$ cat src/rtl/mandelbrot_cfg_pkg.sv
// rtl/mandelbrot_cfg_pkg.sv - state encoding, defaults and width helper for the Mandelbrot configuration loader
package mandelbrot_cfg_pkg;

    localparam int CFG_WIDTH_DEF = 33;
    localparam logic [CFG_WIDTH_DEF-1:0] BOOT_CFG_DEF = 33'h0_3C00_0000;

    typedef enum logic [2:0] {
        ST_IDLE   = 3'd0,
        ST_PREP   = 3'd1,
        ST_SETUP  = 3'd2,
        ST_HIGH   = 3'd3,
        ST_LOW    = 3'd4,
        ST_FINISH = 3'd5,
        ST_RENDER = 3'd6
    } cfg_state_e;

    // Bits needed to hold the values 0..max_val inclusive.
    function automatic int cnt_width(input int max_val);
        return (max_val < 1) ? 1 : $clog2(max_val + 1);
    endfunction

endpackage

$ cat src/rtl/mandelbrot_cfg_loader_timer.sv
// rtl/mandelbrot_cfg_loader_timer.sv - loadable down-counter with zero flag for sclk phases and render length
module cfg_phase_timer #(
    parameter int WIDTH = 3
) (
    input  logic             clk,
    input  logic             rst,
    input  logic             load_i,
    input  logic [WIDTH-1:0] load_val_i,
    output logic             zero_o
);

    logic [WIDTH-1:0] count_q;

    // Holds at zero once expired so a stale phase can never wrap around.
    always_ff @(posedge clk or posedge rst) begin
        if (rst) begin
            count_q <= '0;
        end else if (load_i) begin
            count_q <= load_val_i;
        end else if (count_q != '0) begin
            count_q <= count_q - WIDTH'(1);
        end
    end

    assign zero_o = (count_q == '0);

endmodule

$ cat src/rtl/mandelbrot_cfg_loader.sv
// rtl/mandelbrot_cfg_loader.sv - serial config shifter and render pulser for the Mandelbrot core; MANDEL_BOOT_CFG_EN loads BOOT_CFG out of reset
module mandelbrot_cfg_loader
    import mandelbrot_cfg_pkg::*;
#(
    parameter int                   CFG_WIDTH    = CFG_WIDTH_DEF,
    parameter int                   CLK_DIV      = 1,
    parameter int                   RENDER_PULSE = 4,
    parameter logic [CFG_WIDTH-1:0] BOOT_CFG     = CFG_WIDTH'(BOOT_CFG_DEF)
) (
    input  logic                 clk,
    input  logic                 reset,
    input  logic [CFG_WIDTH-1:0] cfg_data,
    input  logic                 cfg_valid,
    output logic                 cfg_ready,
    input  logic                 auto_render,
    input  logic                 render_req,
    output logic                 busy,
    output logic                 done,
    output logic                 ser_enable,
    output logic                 ser_data,
    output logic                 ser_sclk,
    output logic                 render
);

    localparam int TMR_MAX = (CLK_DIV > RENDER_PULSE) ? CLK_DIV : RENDER_PULSE;
    localparam int TMR_W   = cnt_width(TMR_MAX);
    localparam int CNT_W   = cnt_width(CFG_WIDTH);

    localparam logic [TMR_W-1:0] PHASE_RELOAD  = TMR_W'(CLK_DIV - 1);
    localparam logic [TMR_W-1:0] RENDER_RELOAD = TMR_W'(RENDER_PULSE - 1);
    localparam logic [CNT_W-1:0] LAST_COUNT    = CNT_W'(CFG_WIDTH);

`ifdef MANDEL_BOOT_CFG_EN
    localparam bit BOOT_EN = 1'b1;
`else
    localparam bit BOOT_EN = 1'b0;
`endif

    cfg_state_e           state_q, state_d;
    logic [CFG_WIDTH-1:0] shreg_q, shreg_d;
    logic [CNT_W-1:0]     cnt_q, cnt_d;
    logic                 auto_q, auto_d;
    logic                 pend_q, pend_d;
    logic                 en_q, en_d;
    logic                 sclk_q, sclk_d;

    logic                 tmr_load;
    logic [TMR_W-1:0]     tmr_val;
    logic                 tmr_zero;

    cfg_phase_timer #(
        .WIDTH (TMR_W)
    ) u_timer (
        .clk        (clk),
        .rst        (reset),
        .load_i     (tmr_load),
        .load_val_i (tmr_val),
        .zero_o     (tmr_zero)
    );

    // With the boot feature the reset state sits just past an accept of BOOT_CFG.
    always_ff @(posedge clk or posedge reset) begin
        if (reset) begin
            state_q <= BOOT_EN ? ST_PREP : ST_IDLE;
            shreg_q <= BOOT_EN ? BOOT_CFG : '0;
            cnt_q   <= '0;
            auto_q  <= 1'b0;
            pend_q  <= 1'b0;
            en_q    <= 1'b0;
            sclk_q  <= 1'b0;
        end else begin
            state_q <= state_d;
            shreg_q <= shreg_d;
            cnt_q   <= cnt_d;
            auto_q  <= auto_d;
            pend_q  <= pend_d;
            en_q    <= en_d;
            sclk_q  <= sclk_d;
        end
    end

    always_comb begin
        state_d  = state_q;
        shreg_d  = shreg_q;
        cnt_d    = cnt_q;
        auto_d   = auto_q;
        en_d     = en_q;
        sclk_d   = sclk_q;
        tmr_load = 1'b0;
        tmr_val  = PHASE_RELOAD;

        case (state_q)
            ST_IDLE: begin
                // A new word wins over a pending render; the render runs after the load.
                if (cfg_valid) begin
                    shreg_d = cfg_data;
                    auto_d  = auto_render;
                    cnt_d   = '0;
                    en_d    = 1'b0;
                    sclk_d  = 1'b0;
                    state_d = ST_PREP;
                end else if (pend_q) begin
                    tmr_load = 1'b1;
                    tmr_val  = RENDER_RELOAD;
                    state_d  = ST_RENDER;
                end
            end
            ST_PREP: begin
                en_d    = 1'b1;
                state_d = ST_SETUP;
            end
            ST_SETUP: begin
                sclk_d   = 1'b1;
                tmr_load = 1'b1;
                state_d  = ST_HIGH;
            end
            ST_HIGH: begin
                if (tmr_zero) begin
                    sclk_d   = 1'b0;
                    shreg_d  = shreg_q >> 1;
                    cnt_d    = cnt_q + CNT_W'(1);
                    tmr_load = 1'b1;
                    state_d  = ST_LOW;
                end
            end
            ST_LOW: begin
                if (tmr_zero) begin
                    if (cnt_q == LAST_COUNT) begin
                        state_d = ST_FINISH;
                    end else begin
                        sclk_d   = 1'b1;
                        tmr_load = 1'b1;
                        state_d  = ST_HIGH;
                    end
                end
            end
            ST_FINISH: begin
                if (auto_q || pend_q) begin
                    tmr_load = 1'b1;
                    tmr_val  = RENDER_RELOAD;
                    state_d  = ST_RENDER;
                end else begin
                    state_d = ST_IDLE;
                end
            end
            ST_RENDER: begin
                if (tmr_zero) begin
                    state_d = ST_IDLE;
                end
            end
            default: begin
                state_d = ST_IDLE;
            end
        endcase

        // The request that opens a render is consumed by it; later ones re-arm.
        pend_d = pend_q | render_req;
        if (state_d == ST_RENDER && state_q != ST_RENDER) begin
            pend_d = 1'b0;
        end
    end

    assign cfg_ready  = (state_q == ST_IDLE);
    assign busy       = (state_q != ST_IDLE);
    assign done       = (state_q == ST_FINISH);
    assign render     = (state_q == ST_RENDER);
    assign ser_enable = en_q;
    assign ser_sclk   = sclk_q;
    assign ser_data   = shreg_q[0];

endmodule
$ cat config.mk
export PLATFORM = sky130hd
export DESIGN_NAME = mandelbrot_cfg_loader
export DESIGN_NICKNAME = d
export VERILOG_FILES = /design/src/rtl/mandelbrot_cfg_pkg.sv /design/src/rtl/mandelbrot_cfg_loader_timer.sv /design/src/rtl/mandelbrot_cfg_loader.sv
export SDC_FILE = /design/constraint.sdc
export NUM_CORES = 1
export LEC_CHECK = 0
export CORE_MARGIN = 5
export CORE_UTILIZATION = 57
export CTS_CLUSTER_DIAMETER = 120
export CTS_CLUSTER_SIZE = 25
export DETAILED_ROUTE_END_ITERATION = 8
export GPL_ROUTABILITY_DRIVEN = 0
export PLACE_DENSITY = 0.93
export SLEW_MARGIN = 20
export SYNTH_ARGS = -nofsm -noshare
export SYNTH_HDL_FRONTEND = slang
export SYNTH_SLANG_ARGS = --single-unit
$ cat constraint.sdc
create_clock -name clk -period 6.15 [get_ports clk]
set_clock_uncertainty 0.2 [all_clocks]
set_input_delay 1.23 -clock clk [delete_from_list [all_inputs] [get_ports clk]]
set_output_delay 1.23 -clock clk [all_outputs]
set_load 0.01 [all_outputs]
### Word-level counts from Yosys, hierarchy flattened

Index checks and enable logic that the tools add are counted.

| operators by class | value |
|---|---|
| multiply operators | 0 |
| div/mod/pow operators | 0 |
| bitwise gates (word level) | 1 |
| equality and inequality tests | 13 |
| shift operators | 0 |
| reduce and logical (&&, ||, !) cells | 14 |
| add/subtract/negate cells | 2 |
| magnitude comparators | 0 |
| multiplexer cells | 34 |

Operators with widths:

| cell | number |
|---|---|
| $mux W33 | 2 |
| $pmux W33 S2 | 1 |
| $mux W3 | 9 |
| $pmux W3 S7 | 1 |
| $eq A3 B3 Y1 const B | 4 |
| $mux W6 | 2 |
| $pmux W6 S2 | 1 |
| $mux W1 | 11 |
| $ne A2 B2 Y1 const B | 4 |
| $add A6 B1 Y6 const B | 1 |
| $eq A3 B2 Y1 const B | 2 |
| $eq A6 B6 Y1 const B | 1 |
| $logic_not A3 Y1 | 2 |
| $mux W2 | 3 |
| $reduce_bool A2 Y1 | 3 |
| $reduce_bool A3 Y1 | 2 |
| $pmux W1 S5 | 1 |
| $reduce_and A5 Y1 | 1 |
| $pmux W1 S4 | 1 |
| $pmux W2 S2 | 1 |
| $reduce_and A2 Y1 | 2 |
| $reduce_bool A4 Y1 | 1 |
| $eq A3 B1 Y1 const B | 1 |
| $ne A3 B3 Y1 const B | 1 |
| 6 further kinds | 6 |

| word-level totals | value |
|---|---|
| bits in read-only memories | 0 |
| bits in registers | 49 |
| bits in latches | 0 |
| logic and storage cells | 72 |
| output and inout port bits | 7 |
| input bits | 38 |
| memories | 0 |
| memory bits (writable) | 0 |

### Logic depth before layout (Yosys ltp)

Gate-level depths: netlist (run 1).

| depth | value |
|---|---|
| depth in word-level cells | 7 |
| mapped depth | 6 |
| depth with buffers taken out | 5 |

### Hierarchy

A second synthesis (run 1) with hierarchy kept.

| second synthesis, totals | value |
|---|---|
| cells, all modules | 225 |
| area total of the unflattened synthesis | 2,690.1 sq um |

By module, submodules not included:

| module | sequential area each (sq um) | cells an instance | instances | area an instance (sq um) |
|---|---|---|---|---|
| mandelbrot_cfg_loader | 1,151.1 | 203 | 1 | 2,486.1 |
| cfg_phase_timer | 75.1 | 22 | 1 | 203.9 |

### Least setup slack after synthesis (run 1)

OpenSTA, ideal clock, no wires.

| timing | value |
|---|---|
| kind | input port to flip-flop |
| start point | input port cfg_valid |
| end point | register shreg_q[0] |
| slack | 3,330 ps |
| arrival time | 2,495 ps |
| path buffers | 2 |
| stages | 5 |
| cell sequence | or3b_1 > buf_2 > a21oi_4 > buf_6 > mux2_2 |

| on the way | value |
|---|---|
| cells in the longest elaborated chain, start to end | 2 |

Ends and longest elaborated chain:

| element | RTL line | RTL |
|---|---|---|
| start, declared | mandelbrot_cfg_loader.sv:13 | `input logic cfg_valid,` |
| $ne A2 B2 Y1 (no source line) | n/a |  |
| $reduce_and A3 Y1 (no source line) | n/a |  |
| end signal, assigned | mandelbrot_cfg_loader.sv:65 | `shreg_q <= BOOT_EN ? BOOT_CFG : '0;` |
| end signal, assigned | mandelbrot_cfg_loader.sv:73 | `shreg_q <= shreg_d;` |
| end, declared | mandelbrot_cfg_loader.sv:40 | `logic [CFG_WIDTH-1:0] shreg_q, shreg_d;` |

Every way passes these cells.
A chain may end at the register's enable or synchronous reset.

### Worst setup path in the final report (run 1)

| timing | value |
|---|---|
| start point | register state_q[2] |
| end point | output port done |

| on the way | value |
|---|---|
| cells in the longest elaborated chain, start to end | 1 |

Ends and longest elaborated chain:

| element | RTL line | RTL |
|---|---|---|
| start, declared | mandelbrot_cfg_loader.sv:39 | `cfg_state_e state_q, state_d;` |
| start signal, assigned | mandelbrot_cfg_loader.sv:64 | `state_q <= BOOT_EN ? ST_PREP : ST_IDLE;` |
| start signal, assigned | mandelbrot_cfg_loader.sv:72 | `state_q <= state_d;` |
| $eq A3 B3 Y1 | mandelbrot_cfg_loader.sv:165 | `assign done = (state_q == ST_FINISH);` |
| end, declared | mandelbrot_cfg_loader.sv:18 | `output logic done,` |

Every way passes these cells.

==> results of run 1 <==
[synth_stat cells (3+ instances only)]
| cell | number |
|---|---|
| mux2_2 | 64 |
| dfrtp_1 | 49 |
| nand2_1 | 11 |
| inv_1 | 9 |
| nor2_1 | 8 |
| clkbuf_1 | 7 |
| nand2b_1 | 5 |
| ha_1 | 4 |
| mux2i_1 | 4 |
| nand3_1 | 4 |
| a211oi_1 | 3 |
| buf_6 | 3 |
| o211ai_1 | 3 |
| o21ai_0 | 3 |
[power by group through the flow]
stage | registers [uW] | clock network (uW) | logic [uW]
2_1_floorplan | 550 | 0 | 583
3_3_place_gp | 588 | 0 | 658
3_5_place_dp | 598 | 0 | 682
4_1_cts | 592 | 282 | 686
5_1_grt | 616 | 298 | 777
6_report | 593 | 279 | 699
[state kept, by name, summed over array words and instances (netlist names)]
name and flops:
auto_q 1, cnt_q 6, pend_q 1, ser_enable 1, ser_sclk 1, shreg_q 33
state_q 3, u_timer.count_q 3
[per-layer routing]
layer	vias up	track usage [%]	wire (um)
li1	848	-	-
met1	869	22.3	2040
met2	33	28.5	2660
met3	9	4.28	186
met4	0	5.84	80
met5	-	0	0
[kinds of logic (layout without fill, tap and decap cells)]
kind of cell | count (synthesis) | in the layout | synth area share [%]
muxes | 70 | 70 | 30.1
DFF | 49 | 49 | 47.0
and+or+nand+nor | 42 | 42 | 8.83
AOI/OAI and AO/OA | 25 | 25 | 7.83
buffers and inverters | 21 | 63 | 3.98
adders and majority gates | 4 | 4 | 1.92
xor gates and xnor gates | 1 | 1 | 0.336
[worst max path at each step]
stage / from / end / slack, ps / cells past startpoint
finish: state_q[2] / done / 2750 / 3
global route: state_q[2] / done / 2650 / 3
CTS: cfg_valid / shreg_q[1] / 2550 / 4
detailed placement: cfg_valid / shreg_q[19] / 2230 / 4
global placement: cfg_valid / shreg_q[20] / 2230 / 4
floorplan: cfg_valid / shreg_q[0] / 3330 / 5
[through the flow]
step                area, um2  std cells  total power, uW
finish                   3220        306             1570
global route             3220        306             1690
CTS                      3190        305             1560
detailed placement       3050        297             1280
global placement         3050        297             1250
floorplan                2610        212             1130
[worst register-to-register path: stages (launching register included)]
cell and delay [ps]:
dfrtp_1 660, nand4b_1 450, a21oi_4 570, buf_16 230, mux2_2 360
[area by class of cell]
class / count / area (um2)
well taps: 52 / 65.1
multi-input cells: 142 / 1280
fillers: 271 / 1170
inverters: 9 / 35.0
flip-flops and latches: 49 / 1230
repair buffers: 46 / 475
clock buffers: 5 / 68.8
clock inverters: 3 / 68.8
==> results.txt, run 1 <==
Min Tclk post-route - 3400 ps
Leak - 0.00133 uW
Worst VDD drop - 0.000286 V
Crit. End Element - primary output
Avg Cell Area, Syn - 12.3 um2
Critical R2R Capture - shreg_q[7]
Area grow syn2layout - 23.4%
Port buffer count - 44
CTS Hold Bufs - 0
Worst path required time - 4720 ps
Hold Violations, Final - 0
CTS tree - done
Max Root-Sink Buffers - 2
WP data arrival - 1970 ps
Asr flop ratio synth - 100%
Hold WC Path Type - flop to flop
Die X - 77.6 um
Final setup fails - 0
Detailed-route wire length - 4980 um
Nets@finish - 295
Core Box Area - 4380 um2
Post-CTS Setup Inserts - 0
CP Max Fanout - 15
Psw - 515 uW
Resized cells post-CTS - 0
Net Sw Frac - 32.8%
Worst setup SP type - flop
Hold_ws - 306 ps
Slowest CP cell - dfrtp_1
Fin util - 73.3%
Most frequent cells in the layout - 64 x mux2_2, 49 x dfrtp_1, 44 x clkdlybuf4s50_1
Pre-CTS setup slack - 2230 ps
CP max stage delay - 650 ps
Dominant cells by area after synthesis - dfrtp_1 47%, mux2_2 28%, ha_1 1.9%
CP Cell Sequence - inv_1 > nor3_1 > clkdlybuf4s50_1
Layout cells sized above 1 - 31.1%
Clock share of power - 17.8%
Combinational Power Share - 44.5%
Post-layout worst setup margin - 2750 ps
Hold_sp - ser_enable
R2R setup slack - 3570 ps
HPWL after detailed placement - 3430 um
End of the worst hold path - ser_enable
Later-pin clock latency in the skew report - 310 ps
# DRC - 0
Status - finished clean
Commonest non-fill, non-tap cell in the layout - mux2_2
Power Dens Cells - 489 nW/um2
Sequential area share after synthesis - 47.0%
Antenna fix cells - 0
H-tree depth - 2
Final Cycle Share - 55.2%
Clk slew on worst S/H paths - 90 ps
Die ar. - 6020 um2
Routed WL per cell - 16.3 um
IO Count - 45
Share of the synthesized area in the top cell type - 47.0%
Buf/Inv on CP - 2
Worst Tran Pin Value - 815 ps
Main synth FF type - dfrtp_1
CTS buffer count - 5
Final Max Slew Viols - 0
DRT Pass-1 Iters - 4
Vias per cell - 5.75
CTS sink cnt - 49
GRT Total Usage - 17.3%
Post-route ant nets - 0
Synth unique cells - 42
First-pass GRT wire length - 8540 um
Via count - 1759
CP Class - flop to primary output
Syn nets - 254
Gr ovfl total - 0
Vias in the first global route - 1817
Gate Count Post-Synth - 212
Core Rows - 24
FMAX - 0.295 GHz
Synth Register Bits - 49
Fin Setup TNS - 0 ps
Initial antenna violation count - 0
Top delay family on crit path - buffers and inverters
Sequential share of power - 37.7%
Int Pwr - 1060 uW
Post-synth EDFFs - 0
Yosys Warn Count - 0
Largest net degree at the start of global routing - 50
Relative slew slack - 45.6%
Mapped cell area - 2610 um2
CTS root buffer - clkbuf_8
Reg2Reg Depth - 4
1st-iter DRT viols - 142
Max-cap violations - 0
Worst R2R Start - state_q[1]
Die Y - 77.6 um
RSZ-0062 raised after global routing - no
Post-synth top area cell - dfrtp_1
Hold path cells - 1
Initial core utilization - 59.4%
No activity file was read; power rests on OpenSTA's default activity.
==> inputs of run 2 (changes only) <==
--- a/config.mk
+++ b/config.mk
@@ -6,12 +6,12 @@
 export NUM_CORES = 1
 export LEC_CHECK = 0
 export CORE_MARGIN = 5
-export CORE_UTILIZATION = 57
+export CORE_UTILIZATION = 53
 export CTS_CLUSTER_DIAMETER = 120
 export CTS_CLUSTER_SIZE = 25
 export DETAILED_ROUTE_END_ITERATION = 8
 export GPL_ROUTABILITY_DRIVEN = 0
-export PLACE_DENSITY = 0.93
+export PLACE_DENSITY = 0.88
 export SLEW_MARGIN = 20
 export SYNTH_ARGS = -nofsm -noshare
 export SYNTH_HDL_FRONTEND = slang
==> constraint.sdc (replaced) <==
create_clock -name clk -period 3.2 [get_ports clk]
set_clock_uncertainty 0.2 [all_clocks]
set_input_delay 0.64 -clock clk [delete_from_list [all_inputs] [get_ports clk]]
set_output_delay 0.64 -clock clk [all_outputs]
set_load 0.01 [all_outputs]
==> results.txt, run 2 (synthesis gave the netlist of run 1 again) <==
HPWL after detailed placement - 3720 um (+8.4%)
CP max stage delay - 660 ps (about the same)
Layout fillers - 390 (+44%)
Hold WC Path Type - flop to flop
Initial core utilization - 54.8% (-4.6 points)
Commonest non-fill, non-tap cell in the layout - mux2_2
CP Cell Sequence - inv_1 > nor3_1 > clkdlybuf4s50_1
Resized cells post-CTS - 0 (unchanged)
Fin Setup TNS - 0 ps (unchanged)
GRT Total Usage - 17.7% (+0.40 points)
Worst VDD drop - 0.000539 V (+88%)
Port buffer count - 44 (unchanged)
Final setup fails - 0 (unchanged)
Layout cells sized above 1 - 32.2% (+1.1 points)
DRT Pass-1 Iters - 4 (unchanged)
FMAX - 0.357 GHz
Worst Tran Pin Value - 617 ps (-198 ps)
Footprint of the multi-input gates - 1280 um2 (unchanged)
Max FFs per register - 33 (unchanged)
Buf/Inv on CP - 2 (unchanged)
Largest net degree at the start of global routing - 50 (unchanged)
Hold Violations, Final - 0 (unchanged)
Gr ovfl total - 0 (unchanged)
Post-CTS Setup Inserts - 0 (unchanged)
Largest Register - shreg_q
Slowest CP cell - dfrtp_1
Clk slew on worst S/H paths - 90 ps (about the same)
Antenna fix cells - 0 (unchanged)
# DRC - 0 (unchanged)
Min Tclk post-route - 2800 ps
CP Max Fanout - 15 (unchanged)
Status - finished clean
IO Count - 45 (unchanged)
CTS root buffer - clkbuf_8
Top delay family on crit path - buffers and inverters
CTS Hold Bufs - 0 (unchanged)
Core Rows - 25 (+4.2%)
Max Root-Sink Buffers - 2 (unchanged)
CTS buffer count - 5 (unchanged)
Die Y - 80.1 um (+3.2%)
Later-pin clock latency in the skew report - 300 ps (about the same)
First-pass GRT wire length - 8770 um (+2.7%)
Die X - 80.1 um (+3.2%)
Nets@finish - 299 (+1.4%)
Leak - 0.00133 uW (+0.14%)
Via count - 1802 (+2.4%)
Max-cap violations - 0 (unchanged)
Worst path required time - 2360 ps (-2360 ps)
Initial antenna violation count - 0 (unchanged)
Relative slew slack - 58.9% (+13 points)
Power Dens Cells - 905 nW/um2 (+85%)
Most frequent cells in the layout - 64 x mux2_2, 49 x dfrtp_1, 44 x clkdlybuf4s50_1
Post-route ant nets - 0 (unchanged)
FF+latch area - 1230 um2 (unchanged)
Detailed-route wire length - 5100 um (+2.5%)
Crit. End Element - primary output
Regs by FF count - shreg_q: 33 flops, cnt_q: 6 flops
WP data arrival - 1960 ps (about the same)
CTS tree - done
H-tree depth - 2 (unchanged)
Die ar. - 6420 um2 (+6.6%)
Vias in the first global route - 1784 (-1.8%)
CTS sink cnt - 49 (unchanged)
RSZ-0062 raised after global routing - no
Vias per cell - 5.54 (-3.5%)
Area grow syn2layout - 23.5%
Hold_ws - 307 ps (+0.759 ps)
Routed WL per cell - 15.7 um (-3.5%)
Core Box Area - 4750 um2 (+8.4%)
Worst setup SP type - flop
Final Max Slew Viols - 0 (unchanged)
CP Class - flop to primary output
1st-iter DRT viols - 128 (-9.9%)
Final Cycle Share - 87.5%
[run 2: through the flow]
| stage | utilization [%] | instances | total power [uW] | setup slack [ps] | instance area, um2 |
|---|---|---|---|---|---|
| finish | 67.7 | 325 | 2910 | 399 | 3220 |
| global route | 67.7 | 325 | 3150 | 249 | 3220 |
| detailed placement | 65.6 | 317 | 2540 | 390 | 3120 |
| floorplan | - | 212 | 2180 | 970 | 2610 |
| global placement | 65.6 | 317 | 2460 | 430 | 3120 |
| CTS | 67.7 | 325 | 2940 | 413 | 3220 |
[run 2: routing by layer]
metal / wire (um) / track usage, % / vias up
li1: - / - / 860
met2: 2610 / 28.6 / 55
met5: 0 / 0 / -
met4: 90 / 5.74 / 0
met1: 2130 / 23.3 / 879
met3: 276 / 4.37 / 8
[run 2: final cells by class]
type	count	share of cell area (%)
clock buffers	7	2.99
clock inverters	1	0.155
multi-input cells	142	39.6
flip-flops and latches	49	38.1
repair buffers	50	15.5
inverters	9	1.05
well taps	67	2.60
[run 2: worst paths after layout]
kind                                  from           to  slack (ps)  cells past startpoint
min in group asynchronous            reset  shreg_q[15]         610                      3
max in group asynchronous            reset       pend_q        1780                      3
worst max register to register  state_q[1]   shreg_q[8]         910                      4
worst min register to register      auto_q       auto_q         310                      2
worst min-delay path                auto_q       auto_q         310                      2
worst max-delay path            state_q[2]         done         400                      3
[run 2: power by group]
part	switching [uW]	internal [uW]
Sequential	227	919
Combinational	560	813
Clock	200	196
[run 2: worst register-to-register path, stage by stage, from the launching register on]
cell and delay, ps:
dfrtp_1 670, nand4b_1 450, a21oi_4 290, buf_12 210, mux2_2 370
==> RTL change, RTL diff (flow settings as in run 2) <==
The localparam `BOOT_EN` goes from 1'b0 to 1'b1.
--- a/src/rtl/mandelbrot_cfg_loader.sv
+++ b/src/rtl/mandelbrot_cfg_loader.sv
@@ -33,7 +33,7 @@
 `ifdef MANDEL_BOOT_CFG_EN
     localparam bit BOOT_EN = 1'b1;
 `else
-    localparam bit BOOT_EN = 1'b0;
+    localparam bit BOOT_EN = 1'b1;
 `endif
 
     cfg_state_e           state_q, state_d;
Behaviour: not the same (a bounded check fails within 4 cycles, from zero or initial values and one cycle with reset high).
==> RTL change against run 2 <==
- design area shrank 0.51%
- sequential cell count stayed put
- non-clock buffer count is 3 lower
- global-route usage fell by 0.54 points
- setup slack worse by 0.032 ns
- sequential share of layout area up 0.39 points
- routed wire length fell by 0.35%
- power shrank 0.29%
- first-iteration DRC count is 20% higher
- cell count shrank 0.92%
- area after synthesis up 0.24%
==> RTL change: results (changes against run 2) <==
[status]
run_status=complete, no violations

[worst_hold_path]
hold_path.class=reg -> reg

[clock_tree]
clock_tree_from_tritoncts=built
cts.repair_timing.setup_buffer_count=0  ; unchanged
cts.repair.resized=0  ; unchanged
insertion_delay_ns=0.30  ; about the same
clk_transition_reported_paths_ns=0.09  ; about the same
clock_path_buffers=2  ; unchanged
htree_levels=2  ; unchanged
cts.root.buffer_cell=clkbuf_8
cts_made_buffers=5  ; unchanged

[logic_synthesis]
synth.top_cells.by_count=64 x mux2_2, 44 x dfrtp_1, 11 x nand2_1, 9 x inv_1, 8 x nor2_1
synth-warning-count=0  ; unchanged
synth_seq_area_share=0.472  ; +0.00127
async_reset_ff_frac=1.00  ; unchanged
postSynthNetCount=254  ; unchanged
post_synth_inst_count=212  ; unchanged
netlist-cell-type-count=43  ; +2.4%
yosys_most_used_dff=dfrtp_1
synthTopCellsByArea=dfrtp_1 42%, mux2_2 28%, dfstp_2 5.0%, ha_1 1.9%, nand2_1 1.6%

[detailed_routing]
post_drt_wl_per_cell_um=15.8  ; +0.58%
avgViaCountPerCell=5.48  ; -1.3%
num_vias=1763  ; -2.2%
detailedRoute.firstIterationViolations=154  ; +20%
drt_pre_antenna_iters=4  ; unchanged

[layout]
layout.filler_cells=366  ; -6.2%
drive_gt1_frac=0.333  ; +0.0116
finalNetCount=296  ; -1.0%
count_of_antenna_diodes_in_the_layout=0  ; unchanged
reg.largest.list=shreg_q: 33 flops, cnt_q: 6 flops

[power_and_ir_drop]
standby_leakage_power_nw=1.31  ; -1.6%
peakVddDrop_v=0.000526  ; -2.4%

[critical_path]
worst_ep_arrival_time_ns=1.99  ; +0.03 ns
worstPathMaxFanout=15  ; unchanged

[timing]
timing.slew.headroom=0.568  ; -0.0209
setup_viol_count_final=0  ; unchanged

[global_route]
met2_global_route_usage=0.282  ; -0.00414
grtUsageMet3=0.0404  ; -0.00336
grt_antenna_before_repair=0  ; unchanged
grt_first_pass_wirelength_um=8450  ; -3.7%
track_usage=0.172  ; -0.00539
globalRouteMet1Util=0.221  ; -0.0123
pin_count_of_the_biggest_net_entering_global_routing=50  ; unchanged

[placement]
dp_cells=314  ; -0.95%
port_buffers=44  ; unchanged
hpwl_um=3520  ; -5.5%

[run]
max_cap_viol_count=0  ; unchanged

RTL change: area by class of cell:
| class | count | area share |
|---|---|---|
| Inverter | 9 | 0.0105 |
| Tap cell | 67 | 0.0262 |
| Timing Repair Buffer | 47 | 0.148 |
| Clock buffer | 7 | 0.0301 |
| Sequential cell | 49 | 0.385 |
| Clock inverter | 1 | 0.00156 |
| Multi-Input combinational cell | 142 | 0.398 |
RTL change: worst paths after layout:
kind / slack (ns) / to / from / cells after the start
setup / recovery: 0.37 / render / state_q[2] / 3
hold / removal: 0.29 / auto_q / auto_q / 2
setup reg to reg: 0.85 / shreg_q[5] / state_q[1] / 4
hold reg to reg: 0.29 / auto_q / auto_q / 2
max in group asynchronous: 1.79 / shreg_q[21] / reset / 3
min in group asynchronous: 0.62 / shreg_q[13] / reset / 3
RTL change: routing by layer:
| layer | up-vias | share of wire |
|---|---|---|
| met4 | 0 | 0.016 |
| li1 | 850 | - |
| met5 | - | 0 |
| met2 | 23 | 0.52 |
| met3 | 6 | 0.028 |
| met1 | 884 | 0.44 |
RTL change: power by group:
part | internal [mW] | switching (mW) | total, mW | leakage, nW
Combinational | 0.789 | 0.555 | 1.34 | 0.666
Sequential | 0.944 | 0.227 | 1.17 | 0.589
Clock | 0.195 | 0.196 | 0.392 | 0.0542
RTL change: stage by stage:
step           hold WS (ns)  utilization  power, mW  area (um2)  worst slack [ns]
2_1_floorplan         0.246            -       2.20        2610             0.971
3_3_place_gp          0.259        0.652       2.45        3100             0.399
3_5_place_dp          0.268        0.652       2.52        3100             0.366
4_1_cts               0.288        0.674       2.93        3200             0.404
5_1_grt               0.324        0.674       3.11        3200             0.237
6_report              0.291        0.674       2.91        3200             0.367
RTL change: cells by family (layout without fill, tap and decap cells):
group	Yosys count	after routing	share of synthesized area
muxes	70	70	0.300
DFF	49	49	0.472
and+or+nand+nor	42	42	0.0881
AOI/OAI and AO/OA	25	25	0.0781
buffers and inverters	21	64	0.0398
adders and majority gates	4	4	0.0192
xor gates and xnor gates	1	1	0.00335
RTL change: worst max-delay path: stages, from the launching register on:
cell and delay (ns):
dfrtp_1 0.67, inv_1 0.27, nor3_1 0.18, clkdlybuf4s50_1 0.57
